===== config.mk =====
export PLATFORM = sky130hd
export DESIGN_NAME = smem_rd_arbiter
export DESIGN_NICKNAME = d
export VERILOG_FILES = /design/src/rtl/smem_rd_arb_pkg.sv /design/src/rtl/smem_rr_picker.sv /design/src/rtl/smem_rd_arbiter.sv
export SDC_FILE = /design/constraint.sdc
export NUM_CORES = 1
export LEC_CHECK = 0
export CORE_AREA = 2 2 574 576
export CTS_BUF_LIST = sky130_fd_sc_hd__clkbuf_4
export DETAILED_ROUTE_END_ITERATION = 7
export DIE_AREA = 0 0 576 578
export GPL_TIMING_DRIVEN = 0
export SKIP_CTS_REPAIR_TIMING = 1
export SYNTH_ARGS = -nofsm -noshare
export SYNTH_HDL_FRONTEND = slang
export SYNTH_SLANG_ARGS = --single-unit

===== constraint.sdc =====
create_clock -name clk -period 10.41 [get_ports clk]
set_input_delay 1.041 -clock clk [delete_from_list [all_inputs] [get_ports clk]]
set_output_delay 1.041 -clock clk [all_outputs]
set_load 0.01 [all_outputs]

===== src/rtl/smem_rd_arb_pkg.sv =====
// Shared types and mdata helpers for the SMEM read arbiter.
// mdata layout is {zero pad, requester index, requester tag}.
package smem_rd_arb_pkg;

    localparam int SMEM_LINE_ADDR_W = 42;
    localparam int SMEM_MDATA_W     = 16;

    typedef struct packed {
        logic [SMEM_LINE_ADDR_W-1:0] addr;
        logic [SMEM_MDATA_W-1:0]     tag;
    } t_smem_rd_req;

    function automatic logic [SMEM_MDATA_W-1:0] mdata_pack(
        input logic [SMEM_MDATA_W-1:0] idx,
        input logic [SMEM_MDATA_W-1:0] tag,
        input int unsigned             tag_w
    );
        logic [SMEM_MDATA_W-1:0] tmask;
        tmask = (16'd1 << tag_w) - 16'd1;
        return (idx << tag_w) | (tag & tmask);
    endfunction

    function automatic logic [SMEM_MDATA_W-1:0] mdata_idx(
        input logic [SMEM_MDATA_W-1:0] mdata,
        input int unsigned             tag_w,
        input int unsigned             idx_w
    );
        return (mdata >> tag_w) & ((16'd1 << idx_w) - 16'd1);
    endfunction

    function automatic logic [SMEM_MDATA_W-1:0] mdata_tag(
        input logic [SMEM_MDATA_W-1:0] mdata,
        input int unsigned             tag_w
    );
        return mdata & ((16'd1 << tag_w) - 16'd1);
    endfunction

endpackage


===== src/rtl/smem_rr_picker.sv =====
// Combinational round-robin one-hot picker: first set bit of elig at or after ptr.
// Zero latency; no state, no backpressure.
module smem_rr_picker #(
    parameter int N = 4
) (
    input  logic [N-1:0]         elig,
    input  logic [$clog2(N)-1:0] ptr,
    output logic [N-1:0]         grant
);

    localparam int PW = $clog2(N);

    logic [PW:0] pos;
    logic        found;

    always_comb begin
        grant = '0;
        found = 1'b0;
        pos   = '0;
        for (int k = 0; k < N; k++) begin
            pos = {1'b0, ptr} + (PW+1)'(k);
            if (pos >= (PW+1)'(N)) begin
                pos = pos - (PW+1)'(N);
            end
            if (!found && elig[pos[PW-1:0]]) begin
                grant[pos[PW-1:0]] = 1'b1;
                found              = 1'b1;
            end
        end
    end

endmodule


===== src/rtl/smem_rd_arbiter.sv =====
// Round-robin c0 read arbiter with per-requester outstanding limit; 1-cycle request and response latency.
// Grants drop while TX is almost-full; responses have no backpressure. SMEM_RD_ARB_STATS_EN enables issue counters.
module smem_rd_arbiter
    import smem_rd_arb_pkg::*;
#(
    parameter int NUM_REQ   = 4,
    parameter int MAX_OUTST = 32,
    parameter int TAG_W     = 12
) (
    input  logic                            clk,
    input  logic                            spl_reset_n,
    input  logic [NUM_REQ-1:0]              req_valid,
    input  logic [NUM_REQ*42-1:0]           req_addr,
    input  logic [NUM_REQ*TAG_W-1:0]        req_tag,
    output logic [NUM_REQ-1:0]              req_ready,
    input  logic                            spl_tx_rd_almostfull,
    output logic                            afu_tx_rd_valid,
    output logic [41:0]                     afu_tx_rd_addr,
    output logic [15:0]                     afu_tx_rd_mdata,
    input  logic                            spl_rx_rd_valid,
    input  logic [15:0]                     spl_rx_rd_mdata,
    input  logic [511:0]                    spl_rx_data,
    output logic [NUM_REQ-1:0]              rsp_valid,
    output logic [TAG_W-1:0]                rsp_tag,
    output logic [511:0]                    rsp_data,
    output logic                            err_bad_idx,
    output logic [NUM_REQ*32-1:0]           stat_issued
);

    localparam int IDX_W = $clog2(NUM_REQ);
    localparam int CNT_W = $clog2(MAX_OUTST + 1);
    localparam logic [CNT_W-1:0] OUTST_LIM = CNT_W'(MAX_OUTST);

    logic [CNT_W-1:0]   outst_q [NUM_REQ];
    logic [CNT_W-1:0]   outst_d [NUM_REQ];
    logic [IDX_W-1:0]   ptr_q, ptr_d;
    logic [NUM_REQ-1:0] elig, grant, hs, dec;
    logic               hs_any;
    logic [IDX_W-1:0]   hs_idx;
    logic [TAG_W-1:0]   tag_sel;
    t_smem_rd_req       tx_req_q, tx_req_d;
    logic               tx_vld_q;

    logic [15:0]        rx_idx_w, rx_tag_w;
    logic               idx_ok, underflow;
    logic [NUM_REQ-1:0] rsp_vld_q, rsp_vld_d;
    logic [TAG_W-1:0]   rsp_tag_q, rsp_tag_d;
    logic [511:0]       rsp_data_q, rsp_data_d;
    logic               err_q, err_d;

    always_comb begin
        for (int i = 0; i < NUM_REQ; i++) begin
            elig[i] = req_valid[i] && (outst_q[i] < OUTST_LIM);
        end
    end

    smem_rr_picker #(.N(NUM_REQ)) u_pick (
        .elig  (elig),
        .ptr   (ptr_q),
        .grant (grant)
    );

    assign req_ready = spl_tx_rd_almostfull ? '0 : grant;
    assign hs        = req_valid & req_ready;
    assign hs_any    = |hs;

    always_comb begin
        hs_idx   = '0;
        tag_sel  = '0;
        tx_req_d = tx_req_q;
        ptr_d    = ptr_q;
        for (int i = 0; i < NUM_REQ; i++) begin
            if (hs[i]) begin
                hs_idx        = IDX_W'(i);
                tag_sel       = req_tag[i*TAG_W +: TAG_W];
                tx_req_d.addr = req_addr[i*42 +: 42];
            end
        end
        if (hs_any) begin
            tx_req_d.tag = mdata_pack(16'(hs_idx), 16'(tag_sel), TAG_W);
            ptr_d        = (hs_idx == IDX_W'(NUM_REQ-1)) ? '0 : hs_idx + 1'b1;
        end
    end

    // An in-range response to a requester with nothing outstanding is still
    // delivered, but flagged; its counter cannot go below zero.
    always_comb begin
        rx_idx_w   = mdata_idx(spl_rx_rd_mdata, TAG_W, IDX_W);
        rx_tag_w   = mdata_tag(spl_rx_rd_mdata, TAG_W);
        idx_ok     = rx_idx_w < 16'(NUM_REQ);
        rsp_vld_d  = '0;
        dec        = '0;
        underflow  = 1'b0;
        rsp_tag_d  = rsp_tag_q;
        rsp_data_d = rsp_data_q;
        for (int i = 0; i < NUM_REQ; i++) begin
            if (spl_rx_rd_valid && idx_ok && (rx_idx_w == 16'(i))) begin
                rsp_vld_d[i] = 1'b1;
                dec[i]       = (outst_q[i] != '0);
                underflow    = (outst_q[i] == '0);
            end
        end
        if (|rsp_vld_d) begin
            rsp_tag_d  = rx_tag_w[TAG_W-1:0];
            rsp_data_d = spl_rx_data;
        end
        err_d = err_q | (spl_rx_rd_valid && !idx_ok) | underflow;
        for (int i = 0; i < NUM_REQ; i++) begin
            case ({hs[i], dec[i]})
                2'b10:   outst_d[i] = outst_q[i] + 1'b1;
                2'b01:   outst_d[i] = outst_q[i] - 1'b1;
                default: outst_d[i] = outst_q[i];
            endcase
        end
    end

    always_ff @(posedge clk or negedge spl_reset_n) begin
        if (!spl_reset_n) begin
            ptr_q      <= '0;
            tx_vld_q   <= 1'b0;
            tx_req_q   <= '0;
            rsp_vld_q  <= '0;
            rsp_tag_q  <= '0;
            rsp_data_q <= '0;
            err_q      <= 1'b0;
            for (int i = 0; i < NUM_REQ; i++) begin
                outst_q[i] <= '0;
            end
        end else begin
            ptr_q      <= ptr_d;
            tx_vld_q   <= hs_any;
            tx_req_q   <= tx_req_d;
            rsp_vld_q  <= rsp_vld_d;
            rsp_tag_q  <= rsp_tag_d;
            rsp_data_q <= rsp_data_d;
            err_q      <= err_d;
            for (int i = 0; i < NUM_REQ; i++) begin
                outst_q[i] <= outst_d[i];
            end
        end
    end

    assign afu_tx_rd_valid = tx_vld_q;
    assign afu_tx_rd_addr  = tx_req_q.addr;
    assign afu_tx_rd_mdata = tx_req_q.tag;
    assign rsp_valid       = rsp_vld_q;
    assign rsp_tag         = rsp_tag_q;
    assign rsp_data        = rsp_data_q;
    assign err_bad_idx     = err_q;

`ifdef SMEM_RD_ARB_STATS_EN
    logic [31:0] stat_q [NUM_REQ];
    logic [31:0] stat_d [NUM_REQ];

    always_comb begin
        for (int i = 0; i < NUM_REQ; i++) begin
            stat_d[i]                = stat_q[i] + {31'd0, hs[i]};
            stat_issued[i*32 +: 32]  = stat_q[i];
        end
    end

    always_ff @(posedge clk or negedge spl_reset_n) begin
        if (!spl_reset_n) begin
            for (int i = 0; i < NUM_REQ; i++) begin
                stat_q[i] <= '0;
            end
        end else begin
            for (int i = 0; i < NUM_REQ; i++) begin
                stat_q[i] <= stat_d[i];
            end
        end
    end
`else
    assign stat_issued = '0;
`endif

endmodule


## After elaboration in Yosys (flattened, before gate mapping)

Cells that the tools add are included.
Widths: inputs -> output; s select.

| cells by class | value |
|---|---|
| add/subtract/negate cells | 16 |
| $lt $le $gt $ge | 17 |
| eq/ne operators | 12 |
| multiplexer cells | 56 |
| bitwise operators | 7 |
| reductions and logical operators | 37 |

Operators by type and width:

| kind | number |
|---|---|
| $mux 42 | 4 |
| $mux 12 | 4 |
| $pmux 6 s2 | 4 |
| $add 6x1->6 const B | 4 |
| $logic_not 6->1 | 4 |
| $lt 6x6->1 const B | 4 |
| $mux 1 | 24 |
| $reduce_bool 6->1 | 4 |
| $sub 6x1->6 const B | 4 |
| $mux 4 | 5 |
| $logic_and 1x1->1 | 17 |
| $logic_not 16->1 | 1 |
| $lt 2x3->1 const B | 5 |
| $eq 2x2->1 const B | 7 |
| $mux 2 | 7 |
| $or 14x12->14 | 1 |
| $or 4x4->4 | 3 |
| $eq 2x1->1 const B | 5 |
| $ge 3x3->1 const B | 3 |
| $bmux 1 s2 | 4 |
| $demux 1 s2 | 4 |
| $ge 2x1->1 const B | 4 |
| $reduce_bool 2->1 | 4 |
| $reduce_or 4->1 | 2 |
| 9 further kinds | 17 |

| storage, ports and cells | value |
|---|---|
| register bits after elaboration | 614 |
| logic and storage cells | 157 |

## Depth between registers and ports, before layout

Gate-level depths: netlist of run 1.

| depth | value |
|---|---|
| word-level depth | 21 |
| mapped depth | 21 |

## Hierarchy

A second synthesis of run 1 with hierarchy kept.

| second synthesis, totals | value |
|---|---|
| cells, all modules | 1,893 |
| area total of the unflattened synthesis | 26,183.9 um2 |

Modules (own cells, without submodules):

| module | instances | cells an instance | area an instance (um2) | sequential area each (um2) |
|---|---|---|---|---|
| smem_rd_arbiter | 1 | 1,863 | 25,881.1 | 15,314.7 |
| smem_rr_picker | 1 | 30 | 302.8 | 0.0 |

## Worst setup path before layout of run 1

No wires, ideal clock.

| timing | value |
|---|---|
| path type | in2reg |
| start point | input req_valid[1] |
| end point | register outst_q[4] (netlist bit) |
| library setup time | 0.079 ns |
| arrival time | 4.356 ns |
| path slack | 5.974 ns |
| cell stages on the path | 15 |
| buffers on the path | 3 |
| cells stage by stage | nor2b_1 > mux4_2 > nor2_4 > a22oi_1 > a211oi_4 > inv_2 > buf_2 > buf_2 > ha_1 > clkbuf_1 > xor2_1 > ha_1 > or4_1 > a21oi_1 > xor2_1 |

| between the ends | value |
|---|---|
| longest elaborated chain between the ends | 17 |
| elaborated cells between the ends (all ways) | 31 |

Ends and longest elaborated chain:

| what | line | RTL |
|---|---|---|
| start: declaration | smem_rd_arbiter.sv:12 | `input logic [NUM_REQ-1:0] req_valid,` |
| $logic_and 1x1->1 (*) | smem_rd_arbiter.sv:53 | `elig[i] = req_valid[i] && (outst_q[i] < OUTST_LIM);` |
| $bmux 1 s2 | smem_rr_picker.sv:25 | `if (!found && elig[pos[PW-1:0]]) begin` |
| $mux 1 (not written as such) | smem_rr_picker.sv:25 |  |
| $mux 1 | smem_rr_picker.sv:25 |  |
| $logic_not 1->1 | smem_rr_picker.sv:25 |  |
| $logic_and 1x1->1 | smem_rr_picker.sv:25 |  |
| $mux 1 | smem_rr_picker.sv:25 |  |
| $logic_not 1->1 | smem_rr_picker.sv:25 |  |
| $logic_and 1x1->1 | smem_rr_picker.sv:25 |  |
| $mux 1 | smem_rr_picker.sv:25 |  |
| $logic_not 1->1 | smem_rr_picker.sv:25 |  |
| $logic_and 1x1->1 | smem_rr_picker.sv:25 |  |
| $mux 4 (*) | smem_rr_picker.sv:25 |  |
| $mux 4 (*) | smem_rd_arbiter.sv:63 | `assign req_ready = spl_tx_rd_almostfull ? '0 : grant;` |
| $and 4x4->4 (*) | smem_rd_arbiter.sv:64 | `assign hs = req_valid & req_ready;` |
| $eq 2x1->1 / $eq 2x2->1 (equally long branches) | smem_rd_arbiter.sv:109 | `case ({hs[i], dec[i]})` |
| $pmux 6 s2 / $reduce_bool 2->1 (equally long branches) | -- |  |
| end signal: indexed assignment | smem_rd_arbiter.sv:138 | `outst_q[i] <= outst_d[i];` |
| end: declaration | smem_rd_arbiter.sv:34 | `logic [CNT_W-1:0] outst_q [NUM_REQ];` |

Every way passes the cells marked *; elsewhere a longest branch is shown, timed or not. The select of a mux whose other input is x is not followed.
A chain may end at the register's enable or synchronous reset.

## Final worst setup path of run 1

| timing | value |
|---|---|
| start point | register ptr_q[0] |
| end point | register outst_q[4] (netlist bit) |

| between the ends | value |
|---|---|
| longest elaborated chain between the ends | 18 |
| elaborated cells between the ends (all ways) | 65 |

Ends and longest elaborated chain:

| what | line | RTL |
|---|---|---|
| start: declaration | smem_rd_arbiter.sv:36 | `logic [IDX_W-1:0] ptr_q, ptr_d;` |
| start signal: assignment | smem_rd_arbiter.sv:130 | `ptr_q <= ptr_d;` |
| branches (longest 13 deep; another with $add 2x1->3) | -- |  |
| $mux 4 (*) | smem_rr_picker.sv:25 |  |
| $mux 4 (*) | smem_rd_arbiter.sv:63 |  |
| $and 4x4->4 (*) | smem_rd_arbiter.sv:64 |  |
| $eq 2x1->1 / $eq 2x2->1 (equally long branches) | smem_rd_arbiter.sv:109 |  |
| $pmux 6 s2 / $reduce_bool 2->1 (equally long branches) | -- |  |

Every way passes the cells marked *. The select of a mux whose other input is x is not followed.

==> results of run 1 <==
-- worst min path at each step --
stage | start | end | slack [ns] | cells after the start
final | spl_reset_n | rsp_data[200] | 0.29 | 3
after global routing | spl_rx_data[87] | rsp_data[87] | 0.22 | 2
after CTS | spl_reset_n | rsp_data[224] | -0.74 | 1
after detailed placement | rsp_data[11] | rsp_data[11] | 0.50 | 1
after global placement | rsp_data[235] | rsp_data[235] | 0.49 | 1
after floorplan | outst_q[17] | outst_q[17] | 0.48 | 1
-- logic make-up after synthesis --
| family | share of synthesized area |
|---|---|
| flip-flops | 0.581 |
| multiplexers | 0.228 |
| AND/OR/NAND/NOR | 0.0492 |
| AO/OA/AOI/OAI | 0.0637 |
| buffers and inverters | 0.0580 |
| XOR/XNOR | 0.0106 |
| adder cells (fa/ha/maj) | 0.00949 |
| other | 0.000142 |
-- through the flow --
stage	utilization	hold WS [ns]	worst slack, ns
floorplan	-	0.476	5.97
global placement	0.140	0.492	-20.61
detailed placement	0.141	0.495	3.85
CTS	0.148	-0.736	4.26
global route	0.148	0.219	3.96
finish	0.148	0.288	4.43
-- synth_stat cells (2+ instances only) --
library cell	count	area [um2]
or4_1	2	15.0
inv_1	10	37.5
a31oi_1	57	357
nand3_1	21	105
and3_1	3	18.8
buf_1	3	11.3
nor2_1	104	390
a32oi_1	3	26.3
xor2_1	18	158
o22a_1	12	105
nand3b_1	2	15.0
nand4_1	4	25.0
a22oi_1	3	22.5
a211oi_1	2	15.0
nand2_1	106	398
mux2_2	528	5950
o211a_1	2	20.0
nor3b_1	2	15.0
nor4_1	2	12.5
xnor2_1	14	123
a21oi_1	57	285
buf_2	25	125
a22o_1	6	52.6
inv_2	3	11.3
buf_4	133	998
nand2b_1	7	43.8
or3_1	2	12.5
clkbuf_1	77	289
o21ai_1	6	30.0
and3b_1	2	17.5
dfrtp_1	612	15300
o21a_1	3	22.5
buf_6	5	56.3
and4_1	2	17.5
o21bai_1	2	15.0
a21o_1	48	360
a221o_1	2	20.0
mux4_2	2	45.0
ha_1	20	250
nor3_1	4	20.0
mux2i_1	2	20.0
o21ai_0	54	270
nor2b_1	15	93.8
-- final cells by class --
class / count / area (um2) / share of cell area
Antenna cell: 95 / 238 / 0.00491
Clock buffer: 263 / 1970 / 0.0408
Buffer: 243 / 1480 / 0.0307
Sequential cell: 612 / 15300 / 0.316
Tap cell: 4346 / 5440 / 0.112
Inverter: 13 / 48.8 / 0.00101
Clock inverter: 58 / 310 / 0.00641
Multi-Input combinational cell: 1265 / 10000 / 0.207
Timing Repair Buffer: 1346 / 13600 / 0.281
-- where the power goes --
| part | internal [mW] | switching [mW] |
|---|---|---|
| Clock | 1.21 | 1.27 |
| Combinational | 1.46 | 1.84 |
| Sequential | 2.76 | 0.289 |
-- metal layers --
metal | up-vias | routed length (um) | global-route usage | part of all wire
met1 | 12300 | 82400 | 0.139 | 0.31
met3 | 778 | 46600 | 0.122 | 0.18
met4 | 184 | 16100 | 0.0780 | 0.061
met5 | - | 1290 | 0 | 0.0049
li1 | 10300 | - | - | -
met2 | 1953 | 119000 | 0.244 | 0.45
-- state kept, by name, indices dropped and copies added (netlist names) --
name and count:
afu_tx_rd_addr 42, afu_tx_rd_mdata 14, afu_tx_rd_valid 1, err_bad_idx 1
outst_q 24, ptr_q 2, rsp_data 512, rsp_tag 12
rsp_valid 4
-- worst reg2reg max path, cell delays in order, from the launching register on --
cell	delay (ns)
dfrtp_1	0.43
buf_2	0.24
inv_1	0.18
ha_1	0.43
mux4_2	0.62
nand3_1	0.11
and2_1	0.19
a211oi_4	0.14
buf_8	0.20
inv_2	0.32
buf_2	0.43
buf_2	0.51
ha_1	0.31
clkbuf_1	0.38
xor2_1	0.20
ha_1	0.24
inv_1	0.08
o21ai_0	0.19
o21ai_0	0.13
o21ai_0	0.20
a21oi_1	0.12
xor2_1	0.15
==> results by group, run 1 <==
Status
  – Status: finished clean

STA
  – Count of final setup violators: 0
  – Worst slew pin tran: 1.18 ns
  – Setup TNS: 0 ns
  – F_max: 167 MHz
  – Tmin final: 5.98 ns
  – Slew Viols, Final: 0
  – Fin crit share: 0.574
  – RSZ-0062 raised after global routing: false
  – Slew headroom: 0.213
  – Skew final: 0.157 ns
  – Final Hold Viols: 0

CTS
  – Clk slew on worst S/H paths: 0.08 ns
  – Clock Tree Buf Depth: 4
  – Root Buffer: clkbuf_4
  – CTS Sinks: 612
  – Clock Latency Late Sink: 1.24 ns
  – CTS Buf Count: 187
  – H-Tree Depth: 4
  – CTS tree: yes

Synthesis
  – Seq/Total Area, Yosys: 0.581
  – Yosys Warn Count: 0
  – Syn avg cell area: approximately 13 um2
  – Cells after Synth: 2004
  – Main flop type after synthesis: dfrtp_1
  – Post-synth EDFFs: 0
  – Netlist cell types: 60
  – Cell area after synthesis: 26400 um2
  – Fraction of registers with async set/reset: 1.00
  – #FFs+latches synth: 612

Routing
  – DR iter-0 viols: 1735
  – First-pass iteration count of the detailed router: 8
  – Final wirelength: 266 mm
  – Wire per inst: roughly 32 um
  – Vias per inst: 3.11
  – DRC errors left: 0
  – Vias post-DR: 25600
  – Routed Antenna Nets: 0

Place
  – Dpl cells: between 7000 and 8000
  – Port Buffers: around 1300
  – Final Wtd Congestion: 1.18
  – Detailed-placement wirelength estimate: 236 mm
  – Placed instance area: 45900 um2

Job
  – Max-cap violations: 0

Floorplan
  – Core Rows: 210
  – Die Area: 333000 um2
  – Die X: 576 um
  – Core area: 326000 um2
  – Ports: 1472
  – Die height: just under 600 um
  – Starting Density: 0.0808

Critical path
  – CP Depth: 21
  – Critical Path End Type: flip-flop
  – CP cell instances: buf_2 -> inv_1 -> ha_1 -> mux4_2 -> nand3_1 -> and2_1 -> a211oi_4 -> buf_8 -> inv_2 -> buf_2 -> buf_2 -> ha_1 -> clkbuf_1 -> xor2_1 -> ha_1 -> inv_1 -> o21ai_0 -> o21ai_0 -> o21ai_0 -> a21oi_1 -> xor2_1
  – Worst R2R Path Depth: 21
  – Critical R2R Launch: ptr_q[0]
  – Family with the most delay on the worst path: buffers and inverters
  – R2r endpoint: outst_q[4]
  – Reg2reg setup slack: 4.43 ns
  – Max incr delay on CP: 0.62 ns
  – Crit path to: outst_q[4]
  – CP Max Fanout: 11
  – Slowest stage cell, crit path: mux4_2
  – Crit path buffers/inverters: 8
  – Setup crit start: ptr_q[0]
  – CP Data Arrival Time: 7.03 ns
  – Worst Path Class, Setup: flip-flop to flip-flop
  – Worst EP required: 11.46 ns
  – Startpoint types: flip-flop

Cells and area
  – Commonest non-fill, non-tap cell in the layout: clkdlybuf4s50_1
  – Layout cells sized above 1: 0.263
  – Final Instance Area: 48400 um2
  – Commonest non-fill, non-tap cells in the layout: 1336 x clkdlybuf4s50_1, 612 x dfrtp_1, 528 x mux2_2, 263 x clkbuf_4, 133 x buf_4
  – Final #Nets: ~4400
  – # fillers: roughly 36000
  – P&R area growth vs syn: 83.6%
  – Post-Layout Cell Count: approximately 8200

Power and ir drop
  – Peak VDD IR: 0.000109 V
  – Power Density: 182 nW/um2
  – Power Total: between 8 and 9 mW
  – P_leak: ~19 nW

Global routing
  – Number of global-route vias before repair: 25600
  – Grt total ovfl: 0
  – Largest net degree at the start of global routing: 117
  – GR Util All Layers: 0.153
  – First-pass GRT wire length: 319 mm
  – Initial antenna violation count: around 290

Hold path
  – Worst Hold Class: input pin to asynchronous set/reset pin
Note: power is estimated with default switching activity, not from simulation.
==> inputs of run 2 (changes only) <==
clock period = 6.2 ns   (was 10.41 ns; I/O delays follow)
==> results by group, run 2 (synthesized netlist as in run 1, its figures left out) <==
Routing
  – Vias per inst: 3.19 (+2.9%)
  – Wire per inst: 30.8 um (-4.4%)
  – Vias post-DR: 28000 (+9.3%)
  – First-pass iteration count of the detailed router: 7 (-1)
  – Final wirelength: 270 mm (+1.5%)
  – DR iter-0 viols: 1823 (+5.1%)
  – Routed Antenna Nets: 0 (unchanged)
  – DRC errors left: 0 (unchanged)

Critical path
  – Worst Path Class, Setup: flip-flop to flip-flop
  – Critical Path End Type: flip-flop
  – CP Max Fanout: 11 (unchanged)
  – Reg2reg setup slack: 0.38 ns (-4.05 ns)
  – Worst EP required: 7.23 ns (-4.23 ns)
  – CP Data Arrival Time: 6.84 ns (-0.19 ns)
  – Startpoint types: flip-flop

Floorplan
  – Die X: 576 um (unchanged)
  – Die height: 578 um (unchanged)
  – Core Rows: 210 (unchanged)
  – Ports: 1472 (unchanged)
  – Die Area: 333000 um2 (unchanged)
  – Core area: 326000 um2 (unchanged)
  – Starting Density: 0.0808 (unchanged)

Place
  – Final Wtd Congestion: 1.18 (unchanged)
  – Dpl ws: 0.0613 ns (-3.79 ns)
  – Detailed-placement wirelength estimate: 236 mm (unchanged)
  – Port Buffers: 1337 (unchanged)
  – Placed instance area: 45900 um2 (unchanged)

Status
  – Status: finished clean

STA
  – Worst slew pin tran: 1.09 ns (-0.0948 ns)
  – RSZ-0062 raised after global routing: false
  – F_max: 172 MHz (+2.8%)
  – Skew final: 0.150 ns (-0.00784 ns)
  – Slew headroom: 0.276 (+0.0632)
  – Final Hold Viols: 0 (unchanged)
  – PnR worst setup slack: 0.384 ns (-4.05 ns)
  – Slew Viols, Final: 0 (unchanged)
  – Setup TNS: 0 ns (unchanged)
  – Tmin final: 5.82 ns (-0.164 ns)
  – Count of final setup violators: 0 (unchanged)
  – Fin crit share: 0.938 (+0.364)

Cells and area
  – Commonest non-fill, non-tap cells in the layout: 1336 x clkdlybuf4s50_1, 612 x dfrtp_1, 528 x mux2_2, 491 x dlygate4sd3_1, 265 x clkbuf_4
  – Commonest non-fill, non-tap cell in the layout: clkdlybuf4s50_1
  – # fillers: 36000 (-1.2%)
  – Layout cells sized above 1: 0.233 (-0.0297)
  – Core Util, Final: 0.164 (+0.0152)
  – Final #Nets: 4929 (+11%)
  – P&R area growth vs syn: 102%
  – Register area: 15300 um2 (unchanged)
  – Final Instance Area: 53400 um2 (+10%)
  – Max reg flops: 512 (unchanged)
  – Area occupied by multi-input gates: 10000 um2 (unchanged)

CTS
  – CTS tree: yes
  – CTS Buf Count: 187 (unchanged)
  – Root Buffer: clkbuf_4
  – H-Tree Depth: 4 (unchanged)
  – Clock Latency Late Sink: 1.22 ns (-0.02 ns)
  – CTS Sinks: 612 (unchanged)
  – Clock Tree Buf Depth: 4 (unchanged)
  – Clk slew on worst S/H paths: 0.06 ns (-0.02 ns)

Power and ir drop
  – Power Density: 286 nW/um2 (+57%)
  – Peak VDD IR: 0.000136 V (+25%)
  – P_leak: 21.0 nW (+11%)

Global routing
  – Grt total ovfl: 0 (unchanged)
  – Largest net degree at the start of global routing: 117 (unchanged)
  – GR Util All Layers: 0.153 (unchanged)
  – Number of global-route vias before repair: 25600 (unchanged)
  – First-pass GRT wire length: 319 mm (unchanged)
  – Initial antenna violation count: 299 (+4.2%)

Job
  – Max-cap violations: 0 (unchanged)

Hold path
  – Worst Hold Class: input pin to flip-flop
## run 2: path summary, 6_finish.rpt
| check | startpoint | to | cells past startpoint |
|---|---|---|---|
| setup reg to reg | ptr_q[0] | outst_q[4] | 21 |
| setup / recovery | ptr_q[0] | outst_q[4] | 21 |
| hold / removal | spl_rx_data[101] | rsp_data[101] | 2 |
| max in group asynchronous | spl_reset_n | rsp_data[372] | 6 |
| min in group asynchronous | spl_reset_n | rsp_data[224] | 3 |
| hold reg to reg | rsp_data[330] | rsp_data[330] | 1 |
## run 2: stage by stage
stage / std cells / power (mW) / hold slack, ns
3_3_place_gp: 7816 / 10.6 / 0.492
3_5_place_dp: 7823 / 10.7 / 0.413
2_1_floorplan: 2133 / 7.24 / 0.324
5_1_grt: 8693 / 16.0 / -0.00645
4_1_cts: 8144 / 15.1 / -1.16
6_report: 8755 / 15.2 / 0.120
## run 2: layout make-up
class | instances | share of cell area
Timing Repair Buffer | 1836 | 0.346
Multi-Input combinational cell | 1265 | 0.187
Inverter | 13 | 0.000914
Clock buffer | 263 | 0.0370
Antenna cell | 120 | 0.00563
Sequential cell | 612 | 0.287
Buffer | 242 | 0.0278
Tap cell | 4346 | 0.102
Clock inverter | 58 | 0.00581
## run 2: metal layers
metal	global-route usage	wire, um	vias up
li1	-	-	11300
met1	0.139	92300	13500
met2	0.244	123000	2141
met3	0.122	38900	782
met4	0.0780	14400	178
met5	0	1170	-
## run 2: critical path, cell delays in order (launching register included)
cell	delay, ns
dfrtp_1	0.44
buf_2	0.24
inv_1	0.18
ha_1	0.42
mux4_2	0.62
nand3_1	0.12
and2_1	0.19
a211oi_4	0.10
buf_8	0.17
inv_2	0.32
clkbuf_4	0.41
clkbuf_4	0.41
ha_1	0.26
clkbuf_1	0.38
xor2_1	0.20
ha_1	0.24
inv_1	0.08
o21ai_0	0.19
o21ai_0	0.13
o21ai_0	0.20
a21oi_1	0.12
xor2_1	0.15
## run 2: power by group
part | switching, mW | leakage, nW | internal (mW)
Clock | 2.14 | 1.37 | 2.03
Sequential | 0.489 | 7.14 | 4.64
Combinational | 3.29 | 12.5 | 2.66
Total | 5.92 | 21.0 | 9.32
==> inputs of run 3 (changes only) <==
clock period = 6.95 ns   (was 6.2 ns; I/O delays follow)
==> results by group, run 3 (synthesized netlist as in run 1, its figures left out) <==
Routing
  – Vias post-DR: 26900 (-3.9%)
  – Vias per inst: 3.14 (-1.6%)
  – DRC errors left: 0 (unchanged)
  – Wire per inst: 31.4 um (+1.8%)
  – Final wirelength: 268 mm (-0.59%)
  – First-pass iteration count of the detailed router: 6 (-1)
  – DR iter-0 viols: 1834 (+0.60%)
  – Routed Antenna Nets: 0 (unchanged)

Cells and area
  – Commonest non-fill, non-tap cell in the layout: clkdlybuf4s50_1
  – # fillers: 36200 (+0.39%)
  – Final #Nets: 4728 (-4.1%)
  – Commonest non-fill, non-tap cells in the layout: 1336 x clkdlybuf4s50_1, 612 x dfrtp_1, 528 x mux2_2, 290 x dlygate4sd3_1, 263 x clkbuf_4
  – Max reg flops: 512 (unchanged)
  – P&R area growth vs syn: 94.7%
  – Post-Layout Cell Count: 8547 (-2.4%)
  – Layout cells sized above 1: 0.244 (+0.0112)

Critical path
  – Critical Path End Type: flip-flop
  – Worst Path Class, Setup: flip-flop to flip-flop
  – CP Data Arrival Time: 7.05 ns (+0.21 ns)
  – CP Max Fanout: 11 (unchanged)
  – Startpoint types: flip-flop
  – Worst EP required: 7.99 ns (+0.76 ns)

CTS
  – H-Tree Depth: 4 (unchanged)
  – Clock Latency Late Sink: 1.23 ns (about the same)
  – Clock Tree Buf Depth: 4 (unchanged)
  – CTS tree: yes
  – CTS Buf Count: 187 (unchanged)
  – CTS Sinks: 612 (unchanged)
  – Root Buffer: clkbuf_4
  – Clk slew on worst S/H paths: 0.06 ns (about the same)

Place
  – Port Buffers: 1337 (unchanged)
  – Detailed-placement wirelength estimate: 236 mm (unchanged)
  – Final Wtd Congestion: 1.18 (unchanged)
  – Dpl cells: 7823 (unchanged)

Global routing
  – Initial antenna violation count: 296 (-1.0%)
  – GR Util All Layers: 0.153 (unchanged)
  – Number of global-route vias before repair: 25600 (unchanged)
  – Grt total ovfl: 0 (unchanged)
  – First-pass GRT wire length: 319 mm (unchanged)
  – Largest net degree at the start of global routing: 117 (unchanged)

STA
  – Worst slew pin tran: 1.17 ns (+0.0855 ns)
  – RSZ-0062 raised after global routing: false
  – Final Hold Viols: 0 (unchanged)
  – Fin crit share: 0.865 (-0.0733)
  – Tmin final: 6.01 ns (+0.194 ns)
  – F_max: 166 MHz (-3.2%)
  – Slew headroom: 0.219 (-0.0570)
  – Hold Worst Slack: 0.105 ns (-0.0156 ns)
  – Skew final: 0.153 ns (+0.00368 ns)
  – Setup TNS: 0 ns (unchanged)
  – Slew Viols, Final: 0 (unchanged)
  – Count of final setup violators: 0 (unchanged)

Floorplan
  – Die X: 576 um (unchanged)
  – Die Area: 333000 um2 (unchanged)
  – Die height: 578 um (unchanged)
  – Core area: 326000 um2 (unchanged)
  – Core Rows: 210 (unchanged)
  – Ports: 1472 (unchanged)
  – Starting Density: 0.0808 (unchanged)

Power and ir drop
  – Power Density: 261 nW/um2 (-8.5%)
  – Power Total: 13.4 mW (-12%)
  – Peak VDD IR: 0.000131 V (-4.0%)
  – P_leak: 20.1 nW (-4.0%)

Status
  – Status: finished clean

Hold path
  – Worst Hold Class: input pin to flip-flop

Job
  – Max-cap violations: 0 (unchanged)
==> run 3: final timing paths <==
check                                       from             to  slack (ns)  depth (start not counted)
worst max-delay path                    ptr_q[0]     outst_q[4]        0.94                         21
min in group asynchronous            spl_reset_n  rsp_data[224]        0.40                          3
max in group asynchronous            spl_reset_n  rsp_data[372]        4.23                          6
worst min register to register     rsp_data[330]  rsp_data[330]        0.50                          1
worst max register to register          ptr_q[0]     outst_q[4]        0.94                         21
worst min-delay path            spl_rx_data[169]  rsp_data[169]        0.10                          2
==> run 3: area by class of cell <==
cell class / instances / area [um2] / share of cell area
Antenna cell: 113 / 283 / 0.00551
Buffer: 243 / 1480 / 0.0289
Clock buffer: 263 / 1970 / 0.0385
Clock inverter: 58 / 310 / 0.00605
Inverter: 13 / 48.8 / 0.000951
Multi-Input combinational cell: 1265 / 10000 / 0.195
Sequential cell: 612 / 15300 / 0.298
Tap cell: 4346 / 5440 / 0.106
Timing Repair Buffer: 1634 / 16500 / 0.321
==> run 3: power breakdown <==
group,switching [mW],internal [mW]
Clock,1.91,1.81
Combinational,2.83,2.29
Sequential,0.435,4.14
Total,5.18,8.23
==> run 3: per-layer routing <==
metal	wire length, um	GRT usage	up-vias
li1	-	-	10900
met4	14500	0.0780	182
met3	44100	0.122	760
met2	122000	0.244	1945
met5	1230	0	-
met1	86300	0.139	13100
==> run 3: stage by stage <==
| step | cell area [um2] | utilization | worst slack [ns] |
|---|---|---|---|
| global route | 51200 | 0.157 | 0.501 |
| CTS | 48100 | 0.148 | 0.805 |
| finish | 51300 | 0.157 | 0.941 |
| detailed placement | 45900 | 0.141 | 0.736 |
| global placement | 45700 | 0.140 | -23.73 |
| floorplan | 26800 | - | 2.57 |
==> run 3: critical path, stage by stage, from the launching register on <==
cell and delay, ns:
dfrtp_1 0.43, buf_2 0.24, inv_1 0.17, ha_1 0.42, mux4_2 0.62, nand3_1 0.12
and2_1 0.19, a211oi_4 0.14, buf_8 0.20, inv_2 0.30, buf_2 0.42, buf_2 0.52
ha_1 0.29, clkbuf_1 0.39, xor2_1 0.20, ha_1 0.25, inv_1 0.08, o21ai_0 0.19
o21ai_0 0.13, o21ai_0 0.20, a21oi_1 0.12, xor2_1 0.15
